## src/rtl/trig_guard_pkg.sv

```systemverilog
// Shared types and default constants for the trig_guard trigger counter-measure block.
package trig_guard_pkg;

  typedef enum logic [1:0] {
    PASS       = 2'b00,
    QUARANTINE = 2'b01,
    LOCKED     = 2'b10
  } state_t;

  localparam int DEF_DATA_W      = 128;
  localparam int DEF_SYNC_STAGES = 2;
  localparam int DEF_CNT_W       = 8;
  localparam int DEF_LOCK_THRESH = 4;

endpackage

```

## src/rtl/trig_guard_if.sv

```systemverilog
// Valid/ready stream bundle around trig_guard: producer-side input and consumer-side output.
interface trig_guard_if
  import trig_guard_pkg::*;
#(
  parameter int DATA_W = DEF_DATA_W
) ();

  logic [DATA_W-1:0] in_data;
  logic              in_valid;
  logic              in_ready;
  logic [DATA_W-1:0] out_data;
  logic              out_valid;
  logic              out_ready;

  // master is the surrounding environment (AES core feeding in, consumer draining out)
  modport master (
    output in_data, in_valid, out_ready,
    input  in_ready, out_data, out_valid
  );

  modport slave (
    input  in_data, in_valid, out_ready,
    output in_ready, out_data, out_valid
  );

endinterface

```

## src/rtl/trig_guard_sync.sv

```systemverilog
// trig_sync: multi-flop synchroniser for an asynchronous trigger line plus rising-edge
// detector; emits a single-cycle event pulse per low-to-high transition.
module trig_sync
  import trig_guard_pkg::*;
#(
  parameter int SYNC_STAGES = DEF_SYNC_STAGES
) (
  input  logic clk,
  input  logic rst,
  input  logic trig_in,
  output logic event_o
);

  logic [SYNC_STAGES-1:0] sync_q, sync_d;
  logic                   hist_q, hist_d;

  always_comb begin
    sync_d = {sync_q[SYNC_STAGES-2:0], trig_in};
    hist_d = sync_q[SYNC_STAGES-1];
  end

  always_ff @(posedge clk) begin
    if (rst) begin
      sync_q <= '0;
      hist_q <= 1'b0;
    end else begin
      sync_q <= sync_d;
      hist_q <= hist_d;
    end
  end

  assign event_o = sync_q[SYNC_STAGES-1] & ~hist_q;

endmodule

```

## src/rtl/trig_guard.sv

```systemverilog
// trig_guard: registered valid/ready pass stage that scrubs and quarantines on trigger events,
// locking after LOCK_THRESH events. Optional TRIG_GUARD_TIMESTAMP_EN adds first-event timestamp.
module trig_guard
  import trig_guard_pkg::*;
#(
  parameter int DATA_W      = DEF_DATA_W,
  parameter int SYNC_STAGES = DEF_SYNC_STAGES,
  parameter int CNT_W       = DEF_CNT_W,
  parameter int LOCK_THRESH = DEF_LOCK_THRESH
) (
  input  logic             clk,
  input  logic             rst,
  input  logic             trig_in,
  trig_guard_if.slave      bus,
  output logic             alarm,
  input  logic             alarm_clr,
  output logic [CNT_W-1:0] event_cnt,
  output logic [1:0]       state_o
`ifdef TRIG_GUARD_TIMESTAMP_EN
  ,
  output logic [31:0]      first_evt_ts,
  output logic             ts_valid
`endif
);

  localparam logic [CNT_W-1:0] THRESH = CNT_W'(LOCK_THRESH);

  function automatic logic [CNT_W-1:0] sat_inc(input logic [CNT_W-1:0] v);
    return (&v) ? v : v + CNT_W'(1);
  endfunction

  logic evt;

  trig_sync #(.SYNC_STAGES(SYNC_STAGES)) u_sync (
    .clk     (clk),
    .rst     (rst),
    .trig_in (trig_in),
    .event_o (evt)
  );

  state_t            state_q, state_d, evt_state;
  logic              out_valid_q, out_valid_d;
  logic [DATA_W-1:0] out_data_q, out_data_d;
  logic [CNT_W-1:0]  cnt_q, cnt_d, cnt_inc;
  logic              alarm_q, alarm_d;
  logic              in_ready;

  // Outside PASS every beat is accepted and dropped so the producer never stalls on us.
  assign in_ready = (state_q != PASS) | ~out_valid_q | bus.out_ready;

  always_comb begin
    state_d     = state_q;
    out_valid_d = out_valid_q;
    out_data_d  = out_data_q;
    cnt_d       = cnt_q;
    cnt_inc     = sat_inc(cnt_q);
    evt_state   = (cnt_inc >= THRESH) ? LOCKED : QUARANTINE;
    unique case (state_q)
      PASS: begin
        if (evt) begin
          state_d     = evt_state;
          cnt_d       = cnt_inc;
          out_valid_d = 1'b0;
          out_data_d  = '0;
        end else if (bus.in_valid && in_ready) begin
          out_valid_d = 1'b1;
          out_data_d  = bus.in_data;
        end else if (bus.out_ready) begin
          out_valid_d = 1'b0;
        end
      end
      QUARANTINE: begin
        out_valid_d = 1'b0;
        out_data_d  = '0;
        if (evt) begin
          state_d = evt_state;
          cnt_d   = cnt_inc;
        end else if (alarm_clr) begin
          state_d = PASS;
        end
      end
      LOCKED: begin
        out_valid_d = 1'b0;
        out_data_d  = '0;
        if (evt) cnt_d = cnt_inc;
      end
      default: begin
        state_d     = LOCKED;
        out_valid_d = 1'b0;
        out_data_d  = '0;
      end
    endcase
    alarm_d = (state_d != PASS);
  end

  always_ff @(posedge clk) begin
    if (rst) begin
      state_q     <= PASS;
      out_valid_q <= 1'b0;
      out_data_q  <= '0;
      cnt_q       <= '0;
      alarm_q     <= 1'b0;
    end else begin
      state_q     <= state_d;
      out_valid_q <= out_valid_d;
      out_data_q  <= out_data_d;
      cnt_q       <= cnt_d;
      alarm_q     <= alarm_d;
    end
  end

  assign bus.in_ready  = in_ready;
  assign bus.out_valid = out_valid_q;
  assign bus.out_data  = out_data_q;
  assign alarm         = alarm_q;
  assign event_cnt     = cnt_q;
  assign state_o       = state_q;

`ifdef TRIG_GUARD_TIMESTAMP_EN
  logic [31:0] cyc_q, cyc_d, ts_q, ts_d;
  logic        ts_valid_q, ts_valid_d;

  always_comb begin
    cyc_d      = cyc_q + 32'd1;
    ts_d       = ts_q;
    ts_valid_d = ts_valid_q;
    if (evt && !ts_valid_q) begin
      ts_d       = cyc_q;
      ts_valid_d = 1'b1;
    end
  end

  always_ff @(posedge clk) begin
    if (rst) begin
      cyc_q      <= '0;
      ts_q       <= '0;
      ts_valid_q <= 1'b0;
    end else begin
      cyc_q      <= cyc_d;
      ts_q       <= ts_d;
      ts_valid_q <= ts_valid_d;
    end
  end

  assign first_evt_ts = ts_q;
  assign ts_valid     = ts_valid_q;
`endif

endmodule

```

## src/flat_wrapper.sv

```systemverilog
// flat-port wrapper written by rule: the top's interface ports become plain ports
module trig_guard_flat import trig_guard_pkg::*;
#(
  parameter int DATA_W      = DEF_DATA_W,
  parameter int SYNC_STAGES = DEF_SYNC_STAGES,
  parameter int CNT_W       = DEF_CNT_W,
  parameter int LOCK_THRESH = DEF_LOCK_THRESH
)
  (clk, rst, trig_in, alarm, alarm_clr, event_cnt, state_o, bus_in_data, bus_in_valid, bus_out_ready, bus_in_ready, bus_out_data, bus_out_valid);
  trig_guard_if #(.DATA_W(DATA_W)) bus_i ();
  input  logic clk;
  input  logic rst;
  input  logic trig_in;
  output logic alarm;
  input  logic alarm_clr;
  output logic [CNT_W-1:0] event_cnt;
  output logic [1:0] state_o;
  input wire logic [$bits(bus_i.in_data)-1:0] bus_in_data;
  input wire logic [$bits(bus_i.in_valid)-1:0] bus_in_valid;
  input wire logic [$bits(bus_i.out_ready)-1:0] bus_out_ready;
  output wire logic [$bits(bus_i.in_ready)-1:0] bus_in_ready;
  output wire logic [$bits(bus_i.out_data)-1:0] bus_out_data;
  output wire logic [$bits(bus_i.out_valid)-1:0] bus_out_valid;
  assign bus_i.in_data = bus_in_data;
  assign bus_i.in_valid = bus_in_valid;
  assign bus_i.out_ready = bus_out_ready;
  assign bus_in_ready = bus_i.in_ready;
  assign bus_out_data = bus_i.out_data;
  assign bus_out_valid = bus_i.out_valid;
  trig_guard #(.DATA_W(DATA_W), .SYNC_STAGES(SYNC_STAGES), .CNT_W(CNT_W), .LOCK_THRESH(LOCK_THRESH)) u_core (.clk(clk), .rst(rst), .trig_in(trig_in), .bus(bus_i), .alarm(alarm), .alarm_clr(alarm_clr), .event_cnt(event_cnt), .state_o(state_o));
endmodule
```

## config.mk

```make
export PLATFORM = sky130hd
export DESIGN_NAME = trig_guard_flat
export DESIGN_NICKNAME = d
export VERILOG_FILES = /design/src/rtl/trig_guard_pkg.sv /design/src/rtl/trig_guard_if.sv /design/src/rtl/trig_guard_sync.sv /design/src/rtl/trig_guard.sv /design/src/flat_wrapper.sv
export SDC_FILE = /design/constraint.sdc
export NUM_CORES = 1
export LEC_CHECK = 0
export BUFFER_PORTS_ARGS = -buffer_cell sky130_fd_sc_hd__buf_2
export CORE_MARGIN = 1
export CORE_UTILIZATION = 49
export CTS_BUF_LIST = sky130_fd_sc_hd__clkbuf_8
export DETAILED_ROUTE_END_ITERATION = 8
export GPL_ROUTABILITY_DRIVEN = 0
export PLACE_DENSITY = 0.86
export RECOVER_POWER = 50
export SLEW_MARGIN = 20
export SYNTH_ARGS = -nofsm -noshare
export SYNTH_HDL_FRONTEND = slang
export SYNTH_SLANG_ARGS = --single-unit
```

## constraint.sdc

```tcl
create_clock -name clk -period 1.8 [get_ports clk]
set_input_delay 0.27 -clock clk [delete_from_list [all_inputs] [get_ports clk]]
set_output_delay 0.27 -clock clk [all_outputs]
set_load 0.01 [all_outputs]
```

==> results.cfg, run 1 <==
[setup_path]
cp_cell_sequence = or4b_4, buf_6
rrSetupSlack_ns = 0.10
cp_num_cells = 2
crit_path_max_incr_delay_ns = 0.55
endpoint_kind = output port
worstSetupStartpoint = u_core.state_o[0]
startpoint_type = flip-flop
reg2reg_to = u_core.bus.out_data[80]
worstPathArrival_ns = 1.47
r2r_start = u_core.state_o[0]
crit_path_top_delay_cell = or4b_4
critPathBufInv = 1
worstPathRequired_ns = 1.53
reg2regPathDepth = 5
cp_max_fo = 3
crit_family = simple AND/OR/NAND/NOR gates
crit_end = bus_in_ready
worstSetupPathType = reg2out

[final_layout]
finalInstanceArea_um2 = 7810
fin_cells = 1086
n_antenna_cell = 0
final_common_cell = nand2_2
fillers = 1089
final_util_pct = 64.5
num-nets-final = 1041
drive_above_1_share_pct = 49.2
layout_common_cells = 160 x nand2_2, 141 x dfxtp_1, 139 x buf_2
area_growth_pct = 27.3

[route]
dr.pass1.iters = 4
wl_per_cell_um = 13.9
postRouteAntennaNets = 0
via_count = 5258
wl_um = 15100
drc_errors = 0
vias_per_cell = 4.84
drt_iter0_drc = 293

[global_route]
grt_remaining_overflow = 0
grt_pass1_vias = 4919
grt_max_degree = 67
gr-usage-all-layers_pct = 23.0
grt_pass1_wl_um = 23600
grt_antenna_before_repair = 1

[clock_network]
clk_path_buf_depth = 2
clk_pin_slew_ns = 0.08
cts_tree = built
cts.htree.levels = 4
clock-sinks = 143
clkLatencyLatePin_ns = 0.43
numCtsBuffers = 17
post_cts_buffers = 0
cts-root-buf = clkbuf_8

[sta]
slew_headroom_pct = 54.3
tns_ns = 0
finalSetupViolCount = 0
whs_ns = 0.0411
min_period_over_period_pct = 96.4
slew_viol_final = 0
max_clock_freq_ghz = 0.576
grt_setup_unrepaired = false
tightest_slew_ns = 0.685
fin_skew_ns = 0.0111
period_minus_slack_ns = 1.74
hold_viol = 0

[yosys]
muxShareOfSynthArea_pct = 0.163
synth_edf_count = 0
synth_area_per_cell_um2 = 9.58
netlist_area_um2 = 6140
synth_fp_nets = 776
synthFlopType = dfxtp_1
synth_cell_type_count = 37
synth_seq_cells = 143
synthSimpleGateAreaFrac_pct = 26.3
yosysSeqAreaShare_pct = 46.6
synth_top_cell_area_share_pct = 46.6
synth_compound_gate_area_share_pct = 18.9
ys_warn_count = 0
synthArstFlopShare_pct = 0
synth_xor_area_share_pct = 0
synth-adder-area-share_pct = 0.204
synth_top_family_by_area = simple AND/OR/NAND/NOR gates
synth_cells = 641
synth_top_area_cell = dfxtp_1
synthTopCellsByArea = dfxtp_1 47%, nand2_2 16%, a21oi_2 14%, nand2_1 6.2%, buf_6 2.9%

[floorplanning]
coreArea_um2 = 12100
start_util_pct = 50.7
dieArea_um2 = 13000
die_h_um = 114
dieWidth_um = 114
num_rows = 40
io_pins = 275

[place]
placed_area_um2 = 7480
io_buffers = 274
dp.cells = 1055
hpwl_um = 10800

[worst_hold_path]
holdCritPathClass = in2reg

[power_and_ir_drop]
power_density_nw_per_um2 = 982
p_leak_nw = 2.99
irDropWorstVdd_mv = 0.682

[job]
cap_violations = 0

[outcome]
status = finished, final reports clean
==> metal layers <==
metal	vias up	GRT usage [%]	share of wire (%)
met5	-	0	0.073
met3	26	8.71	8.8
met2	236	38.7	49
li1	2624	-	-
met1	2370	26.8	40
met4	2	8.14	1.7
==> repair_timing <==
action / 4_1_cts / 5_1_grt
endpoints found under the setup margin: 0 / 1
hold buffers: 0 / 0
gates resized for setup: 0 / 4
==> stage by stage <==
step | setup WS, ns | power [W]
after floorplan | 0.135 | 0.00425
after global placement | 0.141 | 0.00462
after detailed placement | 0.0948 | 0.00464
after CTS | 0.00977 | 0.00778
after global routing | 0.00506 | 0.00798
final | 0.0648 | 0.00767
==> flip-flops by register name (all words and copies together) (netlist names) <==
name / count
u_core.bus.out_data: 128
u_core.event_cnt: 8
u_core.state_o: 2
u_core.u_sync.sync_q: 2
u_core.alarm: 1
u_core.bus.out_valid: 1
u_core.u_sync.hist_q: 1
==> cell type report <==
| type | instances | area, um^2 | area share (%) |
|---|---|---|---|
| flip-flops and latches | 143 | 2870 | 36.7 |
| repair buffers | 291 | 1430 | 18.3 |
| multi-input cells | 450 | 2800 | 35.8 |
| clock inverters | 9 | 201 | 2.58 |
| clock buffers | 22 | 303 | 3.88 |
| well taps | 168 | 210 | 2.69 |
| inverters | 3 | 11.3 | 0.144 |
==> cell families after synthesis <==
kind of cell | count (synthesis)
fa+ha+maj | 1
flops | 143
simple gates | 298
mux | 1
buf+inv | 48
compound gates | 150
==> how the worst min path moves through the flow <==
stage,startpoint,end,depth (start not counted)
6_report,trig_in,u_core.u_sync.sync_q[0],2
5_1_grt,bus_in_data[9],u_core.bus.out_data[9],3
4_1_cts,trig_in,u_core.u_sync.sync_q[0],2
3_5_place_dp,u_core.bus.out_data[85],u_core.bus.out_data[85],2
3_3_place_gp,u_core.u_sync.sync_q[1],u_core.u_sync.hist_q,1
2_1_floorplan,rst,u_core.u_sync.hist_q,1
==> power by group <==
group | total [W] | switching [W] | internal [W]
sequential | 0.00345 | 0.000106 | 0.00334
clock | 0.00315 | 0.00117 | 0.00197
combinational | 0.00108 | 0.000663 | 0.000414
total | 0.00767 | 0.00194 | 0.00573
==> synth_stat cells, drive strengths merged (3+ instances only) <==
| cell | instances |
|---|---|
| a31oi | 4 |
| and4 | 3 |
| dfxtp | 143 |
| inv | 3 |
| nor2b | 5 |
| o21ai | 3 |
| and2 | 3 |
| clkbuf | 7 |
| a21oi | 135 |
| nand2 | 263 |
| nor3 | 4 |
| buf | 38 |
| nor2 | 7 |
Note: power is estimated with default switching activity, not from simulation.
==> inputs of run 2 (changes only) <==
- BUFFER_PORTS_ARGS: -buffer_cell sky130_fd_sc_hd__buf_2 -> -buffer_cell sky130_fd_sc_hd__buf_4
==> results.cfg, run 2 (synthesized netlist as in run 1, its figures left out) <==
[outcome]
status = finished, final reports clean

[setup_path]
worstPathRequired_ns = 1.53
crit_family = simple AND/OR/NAND/NOR gates
startpoint_type = flip-flop
worstPathArrival_ns = 1.48
crit_path_top_delay_cell = or4b_4
cp_max_fo = 3
critPathBufInv = 1
r2r_start = u_core.state_o[1]
crit_path_max_incr_delay_ns = 0.54
worstSetupPathType = reg2out
endpoint_kind = output port
rrSetupSlack_ns = 0.11
cp_cell_sequence = or4b_4, buf_4
reg2reg_to = u_core.bus.out_data[73]
reg2regPathDepth = 4

[final_layout]
fin_cells = 1089
n_antenna_cell = 0
final_common_cell = nand2_2
layout_common_cells = 160 x nand2_2, 147 x buf_4, 143 x dfxtp_1
area_growth_pct = 31.9
fillers = 1079
largest_reg_flops = 128
num-nets-final = 1043
drive_above_1_share_pct = 48.9

[worst_hold_path]
whs_path_depth = 3
hold_path.startpoint = bus_in_data[44]
holdCritPathClass = in2reg
holdPathEnd = u_core.bus.out_data[44]

[sta]
slew_headroom_pct = 55.4
fin_ws_ns = 0.0469
max_clock_freq_ghz = 0.570
grt_setup_unrepaired = false
finalSetupViolCount = 0
fin_skew_ns = 0.0102
hold_viol = 0
min_period_over_period_pct = 97.4
whs_ns = 0.0519
period_minus_slack_ns = 1.75
slew_viol_final = 0
tns_ns = 0
tightest_slew_ns = 0.669

[floorplanning]
num_rows = 40
dieArea_um2 = 13000
die_h_um = 114
start_util_pct = 50.7
coreArea_um2 = 12100
dieWidth_um = 114
io_pins = 275

[route]
via_count = 5308
drc_errors = 0
drt_iter0_drc = 367
dr.pass1.iters = 5
wl_per_cell_um = 14.7
wl_um = 16000
vias_per_cell = 4.87
postRouteAntennaNets = 0

[power_and_ir_drop]
p_leak_nw = 3.07
irDropWorstVdd_mv = 0.677
power_density_nw_per_um2 = 920

[place]
dp.cells = 1057
hpwl_um = 11500
post-place-ws_ns = 0.109
io_buffers = 274

[global_route]
gr-usage-all-layers_pct = 24.7
met2_usage_pct = 42.4
grt_max_degree = 41
grt_antenna_before_repair = 0
grt_pass1_wl_um = 24900
grt_pass1_vias = 5177
use_met3_pct = 8.87
grt_remaining_overflow = 0
grtUsageMet1_pct = 27.9
top_usage_layer = met2

[job]
cap_violations = 0

[clock_network]
clk_pin_slew_ns = 0.08
hold_buffers = 0
clk_path_buf_depth = 2
clkLatencyLatePin_ns = 0.45
cts-root-buf = clkbuf_8
post_cts_buffers = 0
numCtsBuffers = 17
clock-sinks = 143
cts_tree = built
cts.htree.levels = 4
cts-resized-gates = 0
-- run 2: final cells by class --
cell class | count | area, um^2 | area share (%)
clock inverters | 11 | 161 | 1.99
multi-input cells | 450 | 2800 | 34.5
well taps | 168 | 210 | 2.60
clock buffers | 21 | 289 | 3.57
inverters | 3 | 11.3 | 0.139
flip-flops and latches | 143 | 2860 | 35.4
repair buffers | 293 | 1770 | 21.8
-- run 2: how the worst max path moves through the flow --
stage,end,cells past startpoint,start,slack [ns]
2_1_floorplan,u_core.bus.out_data[93],6,u_core.state_o[1],0.13
3_3_place_gp,u_core.bus.out_data[89],6,bus_out_ready,0.12
3_5_place_dp,u_core.bus.out_data[4],6,bus_out_ready,0.11
4_1_cts,bus_in_ready,2,u_core.state_o[0],0.02
5_1_grt,bus_in_ready,2,u_core.bus.out_valid,0.005
6_report,bus_in_ready,2,u_core.state_o[0],0.05
-- run 2: worst register-to-register path, cell delays in order, from the launching register on --
cell      delay, ns
dfxtp_1        0.33
clkbuf_1       0.17
or4_4          0.71
buf_12         0.25
a21oi_1        0.17
-- run 2: per-stage QoR --
stage	power, W	instance area [um^2]	util (%)
final	0.00745	8100	66.8
after global routing	0.00776	8100	66.8
after CTS	0.00764	8620	71.2
after detailed placement	0.00482	8170	67.4
after global placement	0.00480	8170	67.4
after floorplan	0.00425	6140	-
-- run 2: layer usage --
layer | share of wire (%) | wire [um]
met2 | 49 | 7760
met4 | 1.6 | 261
met1 | 41 | 6480
met3 | 9.1 | 1460
met5 | 0 | 0
-- run 2: where the power goes --
part | internal [W] | switching (W)
sequential | 0.00334 | 0.000103
clock | 0.00164 | 0.00120
combinational | 0.000493 | 0.000670
